## config.mk

```make
export PLATFORM = sky130hd
export DESIGN_NAME = fact_sched
export DESIGN_NICKNAME = d
export VERILOG_FILES = /design/src/rtl/fact_pkg.sv /design/src/rtl/sync_fifo.sv /design/src/rtl/fact_sched.sv
export SDC_FILE = /design/constraint.sdc
export NUM_CORES = 1
export LEC_CHECK = 0
export ABC_AREA = 1
export CAP_MARGIN = 30
export CORE_MARGIN = 5
export CORE_UTILIZATION = 55
export CTS_BUF_LIST = sky130_fd_sc_hd__clkbuf_8
export DETAILED_ROUTE_END_ITERATION = 8
export GPL_ROUTABILITY_DRIVEN = 0
export PLACE_DENSITY = 0.9
export SLEW_MARGIN = 15
export SYNTH_ARGS = -nofsm -noshare
export SYNTH_HDL_FRONTEND = slang
export SYNTH_SLANG_ARGS = --single-unit
```

## constraint.sdc

```tcl
create_clock -name clk -period 9.1 [get_ports clk]
set_clock_uncertainty 0.15 [all_clocks]
set_input_delay 1.82 -clock clk [delete_from_list [all_inputs] [get_ports clk]]
set_output_delay 1.82 -clock clk [all_outputs]
set_load 0.005 [all_outputs]
```

## src/rtl/fact_pkg.sv

```systemverilog
// Shared definitions for the factorial job scheduler: register map,
// STATUS layout, ID constant and scheduler state encoding.
package fact_pkg;

  localparam logic [1:0] ADDR_JOB    = 2'd0;
  localparam logic [1:0] ADDR_STATUS = 2'd1;
  localparam logic [1:0] ADDR_RESULT = 2'd2;
  localparam logic [1:0] ADDR_ID     = 2'd3;

  localparam int ST_JOBQ_EMPTY = 0;
  localparam int ST_JOBQ_FULL  = 1;
  localparam int ST_RESQ_EMPTY = 2;
  localparam int ST_RESQ_FULL  = 3;
  localparam int ST_OVF        = 4;
  localparam int ST_BUSY       = 5;
  localparam int ST_TMO        = 6;
  localparam int ST_COUNT_LSB  = 8;

  localparam int CTRL_IE    = 0;
  localparam int CTRL_FLUSH = 1;
  localparam int CTRL_CLEAR = 2;

  localparam logic [31:0] ID_VALUE = 32'hFAC7_0001;

  typedef enum logic [1:0] {
    S_IDLE,
    S_LAUNCH,
    S_WAIT,
    S_STORE
  } state_t;

  // An errored entry keeps only 31 result bits so bit 31 can carry the flag.
  function automatic logic [31:0] result_word(input logic [32:0] entry);
    return entry[32] ? {1'b1, entry[30:0]} : entry[31:0];
  endfunction

endpackage

```

## src/rtl/sync_fifo.sv

```systemverilog
// Synchronous FIFO with wrap-bit pointers; a push into a full FIFO is
// accepted when a pop happens in the same cycle.
module sync_fifo #(
  parameter int WIDTH = 8,
  parameter int DEPTH = 4,
  localparam int AW = $clog2(DEPTH)
) (
  input  logic             clk,
  input  logic             rst,
  input  logic             flush,
  input  logic             push,
  input  logic             pop,
  input  logic [WIDTH-1:0] din,
  output logic [WIDTH-1:0] dout,
  output logic             full,
  output logic             empty,
  output logic [AW:0]      count
);

  logic [WIDTH-1:0] mem [DEPTH];
  logic [AW:0]      wr_ptr;
  logic [AW:0]      rd_ptr;
  logic             do_push;
  logic             do_pop;

  assign empty   = (wr_ptr == rd_ptr);
  assign full    = (wr_ptr[AW] != rd_ptr[AW]) && (wr_ptr[AW-1:0] == rd_ptr[AW-1:0]);
  assign count   = wr_ptr - rd_ptr;
  assign do_pop  = pop && !empty;
  assign do_push = push && (!full || do_pop);
  assign dout    = mem[rd_ptr[AW-1:0]];

  always_ff @(posedge clk) begin
    if (rst || flush) begin
      wr_ptr <= '0;
      rd_ptr <= '0;
    end else begin
      if (do_push) wr_ptr <= wr_ptr + (AW+1)'(1);
      if (do_pop)  rd_ptr <= rd_ptr + (AW+1)'(1);
    end
  end

  always_ff @(posedge clk) begin
    if (do_push && !flush) mem[wr_ptr[AW-1:0]] <= din;
  end

endmodule

```

## src/rtl/fact_sched.sv

```systemverilog
// Memory-mapped scheduler: queues CPU jobs, runs them one at a time on the
// factorial engine via go/done, and queues results for the CPU to read.
module fact_sched
  import fact_pkg::*;
#(
  parameter int DEPTH   = 4,
  parameter int TIMEOUT = 255
) (
  input  logic        clk,
  input  logic        rst,
  input  logic [1:0]  a,
  input  logic        we,
  input  logic        re,
  input  logic [31:0] wd,
  output logic [31:0] rd,
  output logic        fe_go,
  output logic [3:0]  fe_n,
  input  logic        fe_done,
  input  logic        fe_err,
  input  logic [31:0] fe_result,
  output logic        irq
);

  localparam int AW = $clog2(DEPTH);
  localparam int TW = $clog2(TIMEOUT + 1);

  state_t        state, state_next;
  logic [TW-1:0] tmo_cnt;
  logic          tmo_hit;
  logic          res_err;
  logic [31:0]   res_val;
  logic          ie, ovf, tmo;
  logic          job_wr, ctrl_wr, flush;
  logic          jobq_pop, jobq_full, jobq_empty;
  logic [3:0]    jobq_head;
  logic [AW:0]   jobq_count;
  logic          resq_push, resq_pop, resq_full, resq_empty;
  logic [32:0]   resq_head;
  logic [AW:0]   resq_count;
  logic [31:0]   status;
  logic          unused_bits;

  assign job_wr    = we && (a == ADDR_JOB);
  assign ctrl_wr   = we && (a == ADDR_STATUS);
  assign flush     = ctrl_wr && wd[CTRL_FLUSH];
  assign jobq_pop  = (state == S_LAUNCH);
  assign resq_push = (state == S_STORE) && !flush;
  assign resq_pop  = re && (a == ADDR_RESULT);
  assign fe_go     = (state == S_LAUNCH);
  assign tmo_hit   = (state == S_WAIT) && !fe_done && (tmo_cnt == TW'(TIMEOUT - 1));
  assign irq       = ie && !resq_empty;
  assign unused_bits = ^{wd[31:4], jobq_count};

  sync_fifo #(.WIDTH(4), .DEPTH(DEPTH)) u_jobq (
    .clk(clk), .rst(rst), .flush(flush),
    .push(job_wr), .pop(jobq_pop), .din(wd[3:0]),
    .dout(jobq_head), .full(jobq_full), .empty(jobq_empty), .count(jobq_count)
  );

  sync_fifo #(.WIDTH(33), .DEPTH(DEPTH)) u_resq (
    .clk(clk), .rst(rst), .flush(flush),
    .push(resq_push), .pop(resq_pop), .din({res_err, res_val}),
    .dout(resq_head), .full(resq_full), .empty(resq_empty), .count(resq_count)
  );

  always_ff @(posedge clk) begin
    if (rst) state <= S_IDLE;
    else     state <= state_next;
  end

  // Only launch when a result slot is free; IDLE means nothing is in flight.
  always_comb begin
    state_next = state;
    case (state)
      S_IDLE:   if (!jobq_empty && !resq_full) state_next = S_LAUNCH;
      S_LAUNCH: state_next = S_WAIT;
      S_WAIT:   if (fe_done || tmo_hit) state_next = S_STORE;
      S_STORE:  state_next = S_IDLE;
      default:  state_next = S_IDLE;
    endcase
    if (flush) state_next = S_IDLE;
  end

  always_ff @(posedge clk) begin
    if (rst) begin
      fe_n    <= '0;
      tmo_cnt <= '0;
      res_err <= 1'b0;
      res_val <= '0;
    end else begin
      if (state == S_IDLE && state_next == S_LAUNCH) fe_n <= jobq_head;
      if (state == S_LAUNCH)    tmo_cnt <= '0;
      else if (state == S_WAIT) tmo_cnt <= tmo_cnt + TW'(1);
      if (state == S_WAIT && fe_done) begin
        res_err <= fe_err;
        res_val <= fe_result;
      end else if (tmo_hit) begin
        res_err <= 1'b1;
        res_val <= '0;
      end
    end
  end

  // A full job queue still takes a push in the cycle it is being popped.
  always_ff @(posedge clk) begin
    if (rst) begin
      ie  <= 1'b0;
      ovf <= 1'b0;
      tmo <= 1'b0;
    end else begin
      if (ctrl_wr) begin
        ie <= wd[CTRL_IE];
        if (wd[CTRL_CLEAR]) begin
          ovf <= 1'b0;
          tmo <= 1'b0;
        end
      end
      if (job_wr && jobq_full && !jobq_pop) ovf <= 1'b1;
      if (tmo_hit) tmo <= 1'b1;
    end
  end

  always_comb begin
    status = '0;
    status[ST_JOBQ_EMPTY] = jobq_empty;
    status[ST_JOBQ_FULL]  = jobq_full;
    status[ST_RESQ_EMPTY] = resq_empty;
    status[ST_RESQ_FULL]  = resq_full;
    status[ST_OVF]        = ovf;
    status[ST_BUSY]       = (state != S_IDLE);
    status[ST_TMO]        = tmo;
    status[ST_COUNT_LSB +: 3] = 3'(resq_count);
  end

  always_comb begin
    rd = '0;
    case (a)
      ADDR_STATUS: rd = status;
      ADDR_RESULT: if (!resq_empty) rd = result_word(resq_head);
      ADDR_ID:     rd = ID_VALUE;
      default:     rd = '0;
    endcase
  end

endmodule

```

### Yosys cells after proc, flatten, opt, wreduce, memory -nomap -nowiden

Memories as Yosys holds them, arrays and structs flattened. A register that Yosys moved wholly into a read port is not among the register bits.
Cells that the tools add are included.

| operators by class | value |
|---|---|
| $add $sub $neg | 6 |
| eq/ne operators | 14 |
| multiplexer cells | 21 |
| reductions and logical operators | 43 |

Operators with widths:

| kind | number |
|---|---|
| $mux 32 | 4 |
| $pmux 32 s3 | 1 |
| $logic_and 1x1->1 | 21 |
| $add 3x1->3 const B | 4 |
| $reduce_bool 2->1 | 6 |
| $mux 1 | 10 |
| $mux 2 | 5 |
| $add 8x1->8 const B | 1 |
| $eq 2x2->1 const B | 4 |
| $eq 8x8->1 const B | 1 |
| $pmux 2 s4 | 1 |
| $logic_not 1->1 | 7 |
| $eq 2x1->1 const B | 3 |
| $eq 3x3->1 | 2 |
| $eq 2x2->1 | 2 |
| $logic_not 2->1 | 2 |
| $logic_or 1x1->1 | 4 |
| $reduce_and 2->1 | 2 |
| $sub 3x3->3 | 1 |
| $ne 1x1->1 | 2 |
| $reduce_or 2->1 | 1 |

| word-level totals | value |
|---|---|
| register bits | 58 |
| RAM bits | 148 |
| output and inout port bits | 38 |
| word-level logic and storage cells | 97 |
| memories kept | 2 |

Memories:

| name | words | bits a word | read ports | clocked after memory_dff | write ports | line | RTL |
|---|---|---|---|---|---|---|---|
| u_resq.mem | 4 | 33 | 1 | 1 | 1 | sync_fifo.sv:20 | `logic [WIDTH-1:0] mem [DEPTH];` |
| u_jobq.mem | 4 | 4 | 1 | 1 | 1 | sync_fifo.sv:20 |  |

### Logic depth before layout (Yosys ltp)

| depth | value |
|---|---|
| depth in word-level cells | 9 |
| gate-level depth with buffers | 12 |
| gate-level depth less buffers | 12 |

### By module

A second synthesis with hierarchy kept.

| second synthesis, totals | value |
|---|---|
| cells, all modules | 851 |
| area, all modules | 8951.1 um2 |

By module, submodules not included:

| module | times used | cells each | area an instance (um2) | sequential area each (um2) |
|---|---|---|---|---|
| sync_fifo (u_resq) | 1 | 393 | 5432.7 | 4124.0 |
| fact_sched | 1 | 345 | 2391.0 | 1001.0 |
| sync_fifo (u_jobq) | 1 | 113 | 1127.3 | 640.6 |

### Worst setup path before layout

OpenSTA, ideal clock, no wires.

| path | value |
|---|---|
| path type | in2out |
| from | in a[1] |
| to | out rd[11] |
| arrival time | 2.453 ns |
| required time | 7.130 ns |
| setup slack | 4.677 ns |
| stages | 6 |
| path buffers | 2 |
| path through | nand2_2 nor2_2 buf_6 inv_4 buf_6 a21oi_2 |

| between the ends | value |
|---|---|
| word-level cells in the longest chain between the ends | 2 |
| elaborated cells between the ends (all ways) | 4 |
| those cells by class | eq/ne (3); mux (1) |

RTL lines:

| element | line | RTL |
|---|---|---|
| start: declaration | fact_sched.sv:11 | `input logic [1:0] a,` |
| $eq 2x2->1 or $eq 2x1->1 (tied branches) | fact_sched.sv:137 | `case (a)` |
| $pmux 32 s3 (*) | fact_sched.sv:137 |  |
| end: declaration | fact_sched.sv:15 | `output logic [31:0] rd,` |

Mark *: on every way between the ends. The rest lies on a longest branch, timed or not.

### Worst setup path after layout

| path | value |
|---|---|
| from | in a[1] |
| to | out rd[20] |

Same word-level chain as after synthesis.

==> results list <==
* Run status: finished clean
* CP required: 7130 ps
- Leaving out fill and tap cells, the most frequent cell in the layout is sky130_fd_sc_hd__edfxtp_1.
* Cell area after technology mapping: 0.00874 sq mm
- Entering global routing, the biggest net connects 66 pins.
- Slowest library cell on the worst path: sky130_fd_sc_hd__clkdlybuf4s50_1
* Gate Count Post-Synth: 800
- Final number of hold-violating endpoints: 0
* Via count of the first global-routing pass: 6462
- At the later pin of the worst-skew pair, clock insertion delay measures between 500 and 600 ps.
- Worst-case clock buffer depth: 3
- After detailed routing, the average wire length per cell comes to about 18 um.
* Total clock sinks: around 210
- During placement, the flow inserted port buffers numbering 81.
- Vias: around 6400
* Starting density of the core: 0.556
- Number of levels in the clock H-tree: 1
- Compared with the post-synthesis result, the final layout area differs by 18.9%.
- After detailed routing, the number of vias per cell comes to between 5 and 6.
- Fraction of post-synthesis cell area in the top cell type by area: 0.509
- The worst path in the final design needs a cycle of slightly above 6000 ps, including I/O delays and setup.
* Tcrit/Tclk final: 0.679
- Worst voltage drop across the vdd grid: 0.134 mV
- Most frequent CP cell: sky130_fd_sc_hd__clkdlybuf4s50_1
* Number of synthesized register bits: approximately 210
- Final critical-path setup slack: ~2900 ps
* Total leakage power: 3.75 nW
- Worst hold path cell count: 2
- Setup violations remaining at the end of the flow were counted as 0.
- In this run, synthesis inferred ~150 flip-flops with an integrated enable.
- Of the cells placed in the final design, the portion with a size suffix greater than 1 is 0.107.
- Length of the first detailed-routing pass in iterations: 5
* Number of nets still failing antenna checks after routing: 0
- The tool flagged a number of max-cap violations equal to 0.
- Setup total negative slack: 0 ps
* Avg Inst Size Synth: around 11 sq um
- The initialized floorplan defines 46 standard-cell rows.
- The critical path goes through clkdlybuf4s50_1, nand2_2, nor2_2, inv_4, a221oi_2, clkdlybuf4s50_1.
- Slew headroom: 0.364
- Count of hold-fix buffers inserted at cts: 0
* Worst Path Max Fanout: 12
* FILL cells: roughly 1000
- Synth async-reset ratio: 0
- Data arrives at the worst endpoint at about 4200 ps.
- Based on the critical path, the design can be clocked at up to ~160 MHz.
- For this run, design rule violations remaining after detail routing come to 0.
* DRT iter0 DRCs: approximately 620
- Detailed placement ended at an HPWL of about 13000 um.
- Register area share after synthesis: 0.655
- The top cell types in the final layout, fill and taps aside, are sky130_fd_sc_hd__edfxtp_1, sky130_fd_sc_hd__nand2_1, sky130_fd_sc_hd__nor2_1.
- Number of post-CTS setup repair buffers: 0
- Setup repair after global routing left no endpoint under its margin.
- Final Net Count: between 900 and 1000
* Worst min-delay path class: reg -> reg
- Pwr per Cell Area: roughly 210 mW/mm^2
* Count of buffer and inverter cells on the critical path: 3
* Final routed wirelength across all metal layers: between 20000 and 25000 um
* Chip Height: 136 um
- CTS clk-pin slew, worst paths: 70 ps
* Overall die area: 0.0185 sq mm
- Counting distinct cell types in the post-synthesis netlist gives 44.
* Synth area leader: sky130_fd_sc_hd__edfxtp_1
- Overall overflow remaining after global route: 0
* Area of the placeable core: about 0.016 sq mm
* Count of synthesis-stage warnings from yosys: 0
- The worst setup path is of the in -> out kind.
- Number of buffers inserted during clock tree synthesis: 30
- The initial antenna violation count is 0.
- The first global-routing pass estimated around 32000 um of wire.
- Primary FF master, synth: sky130_fd_sc_hd__edfxtp_1
- Levels on crit path: 6
- By area the synthesized netlist is led by sky130_fd_sc_hd__edfxtp_1, sky130_fd_sc_hd__dfxtp_1, sky130_fd_sc_hd__nand2_1.
- TritonCTS built the clock tree.
- 110 I/O pins were placed.
- Capturing element type of the critical path: primary output
- In this run, post-CTS repair resized a total of 0 instances.
- The number of nets handed over by synthesis was between 800 and 900.
- Launching element type of the critical path: input port
- Place WS: about 2900 ps
- Number of antenna diodes: 0
* Root buf cell: sky130_fd_sc_hd__clkbuf_8
- Maximum single-stage delay on the critical path: roughly 620 ps
* Reg2reg setup slack: 5280 ps
- For the worst flop-to-flop path, the logic depth is 12.
* Worst hold-check slack: about 300 ps
* CP top delay family: buffers and inverters
* Chip width: roughly 140 um
- Number of slew-limit violations in the final report: 0
- For the pin with the worst max-slew slack, the measured transition is between 900 and 1000 ps.
- For this run, the total global-route usage over all layers was measured as 0.222.
final timing paths:
| check | startpoint | end |
|---|---|---|
| worst max-delay path | a[1] | rd[20] |
| worst min-delay path | ie | ie |
| worst max register to register | u_resq.wr_ptr[0] | u_resq.mem[1][9] |
| worst min register to register | ie | ie |
flip-flops by register name, indices dropped and copies added, names as in the netlist, named ones only:
register,cells
u_resq.mem,132
res_val,32
u_jobq.mem,16
tmo_cnt,8
fe_n,4
u_jobq.rd_ptr,3
u_jobq.wr_ptr,3
u_resq.rd_ptr,3
u_resq.wr_ptr,3
state,2
ie,1
ovf,1
res_err,1
tmo,1
metrics by stage:
stage	power, mW	utilization	std cells	instance area (sq um)
floorplan	1.33	-	800	8740
global placement	1.43	0.618	1066	9710
detailed placement	1.46	0.621	1068	9750
CTS	2.18	0.660	1124	10400
global route	2.26	0.661	1125	10400
finish	2.18	0.661	1125	10400
power breakdown:
part | switching, mW | total, mW | internal (mW)
combinational | 0.182 | 0.311 | 0.129
sequential | 0.0414 | 1.13 | 1.09
clock | 0.355 | 0.738 | 0.383
synthesized netlist by cell type (2+ instances only):
cell,n
sky130_fd_sc_hd__o21ai_0,76
sky130_fd_sc_hd__nor3b_1,3
sky130_fd_sc_hd__buf_6,2
sky130_fd_sc_hd__xor2_1,3
sky130_fd_sc_hd__a32o_1,10
sky130_fd_sc_hd__nand2_2,8
sky130_fd_sc_hd__edfxtp_1,148
sky130_fd_sc_hd__nor3_1,8
sky130_fd_sc_hd__nor2_1,94
sky130_fd_sc_hd__nand4_1,4
sky130_fd_sc_hd__buf_2,12
sky130_fd_sc_hd__o22ai_1,12
sky130_fd_sc_hd__dfxtp_1,64
sky130_fd_sc_hd__nand3_4,2
sky130_fd_sc_hd__a211oi_1,2
sky130_fd_sc_hd__inv_1,49
sky130_fd_sc_hd__a21oi_1,60
sky130_fd_sc_hd__a21oi_2,10
sky130_fd_sc_hd__nor2_4,2
sky130_fd_sc_hd__ha_1,18
sky130_fd_sc_hd__inv_2,5
sky130_fd_sc_hd__nand3_1,40
sky130_fd_sc_hd__clkbuf_1,22
sky130_fd_sc_hd__and3_1,2
sky130_fd_sc_hd__buf_1,3
sky130_fd_sc_hd__a22o_1,2
sky130_fd_sc_hd__nand2_1,121
sky130_fd_sc_hd__o22a_1,2
kinds of logic (layout without fill, tap and decap cells):
| group | count (synthesis) | after routing | synth area share |
|---|---|---|---|
| buffers and inverters | 94 | 203 | 0.0441 |
| xor gates and xnor gates | 4 | 4 | 0.00401 |
| and+or+nand+nor | 290 | 290 | 0.147 |
| AOI/OAI and AO/OA | 181 | 181 | 0.122 |
| adders and majority gates | 19 | 19 | 0.0281 |
| DFF | 212 | 212 | 0.655 |
worst register-to-register path: cells and delay by family, from the launching register on:
kind | cells | cell delay [ps]
adder cells (fa/ha/maj) | 1 | 320
buffers and inverters | 3 | 620
flip-flops | 1 | 390
AND/OR/NAND/NOR | 8 | 2010
cell type report:
| class | count | area, sq um | area share |
|---|---|---|---|
| sequential | 212 | 5730 | 0.552 |
| tap | 216 | 270 | 0.0260 |
| inverter | 55 | 209 | 0.0201 |
| clock inverter | 21 | 131 | 0.0127 |
| timing repair buffer | 92 | 930 | 0.0895 |
| multi-input combinational | 494 | 2640 | 0.254 |
| clock buffer | 35 | 482 | 0.0464 |
per-layer routing:
metal,part of all wire,GRT usage,vias up
li1,-,-,2971
met1,0.37,0.261,3070
met2,0.52,0.394,320
met3,0.067,0.0377,65
met4,0.037,0.112,0
met5,0,0,-
(Power assumes the default switching activity.)
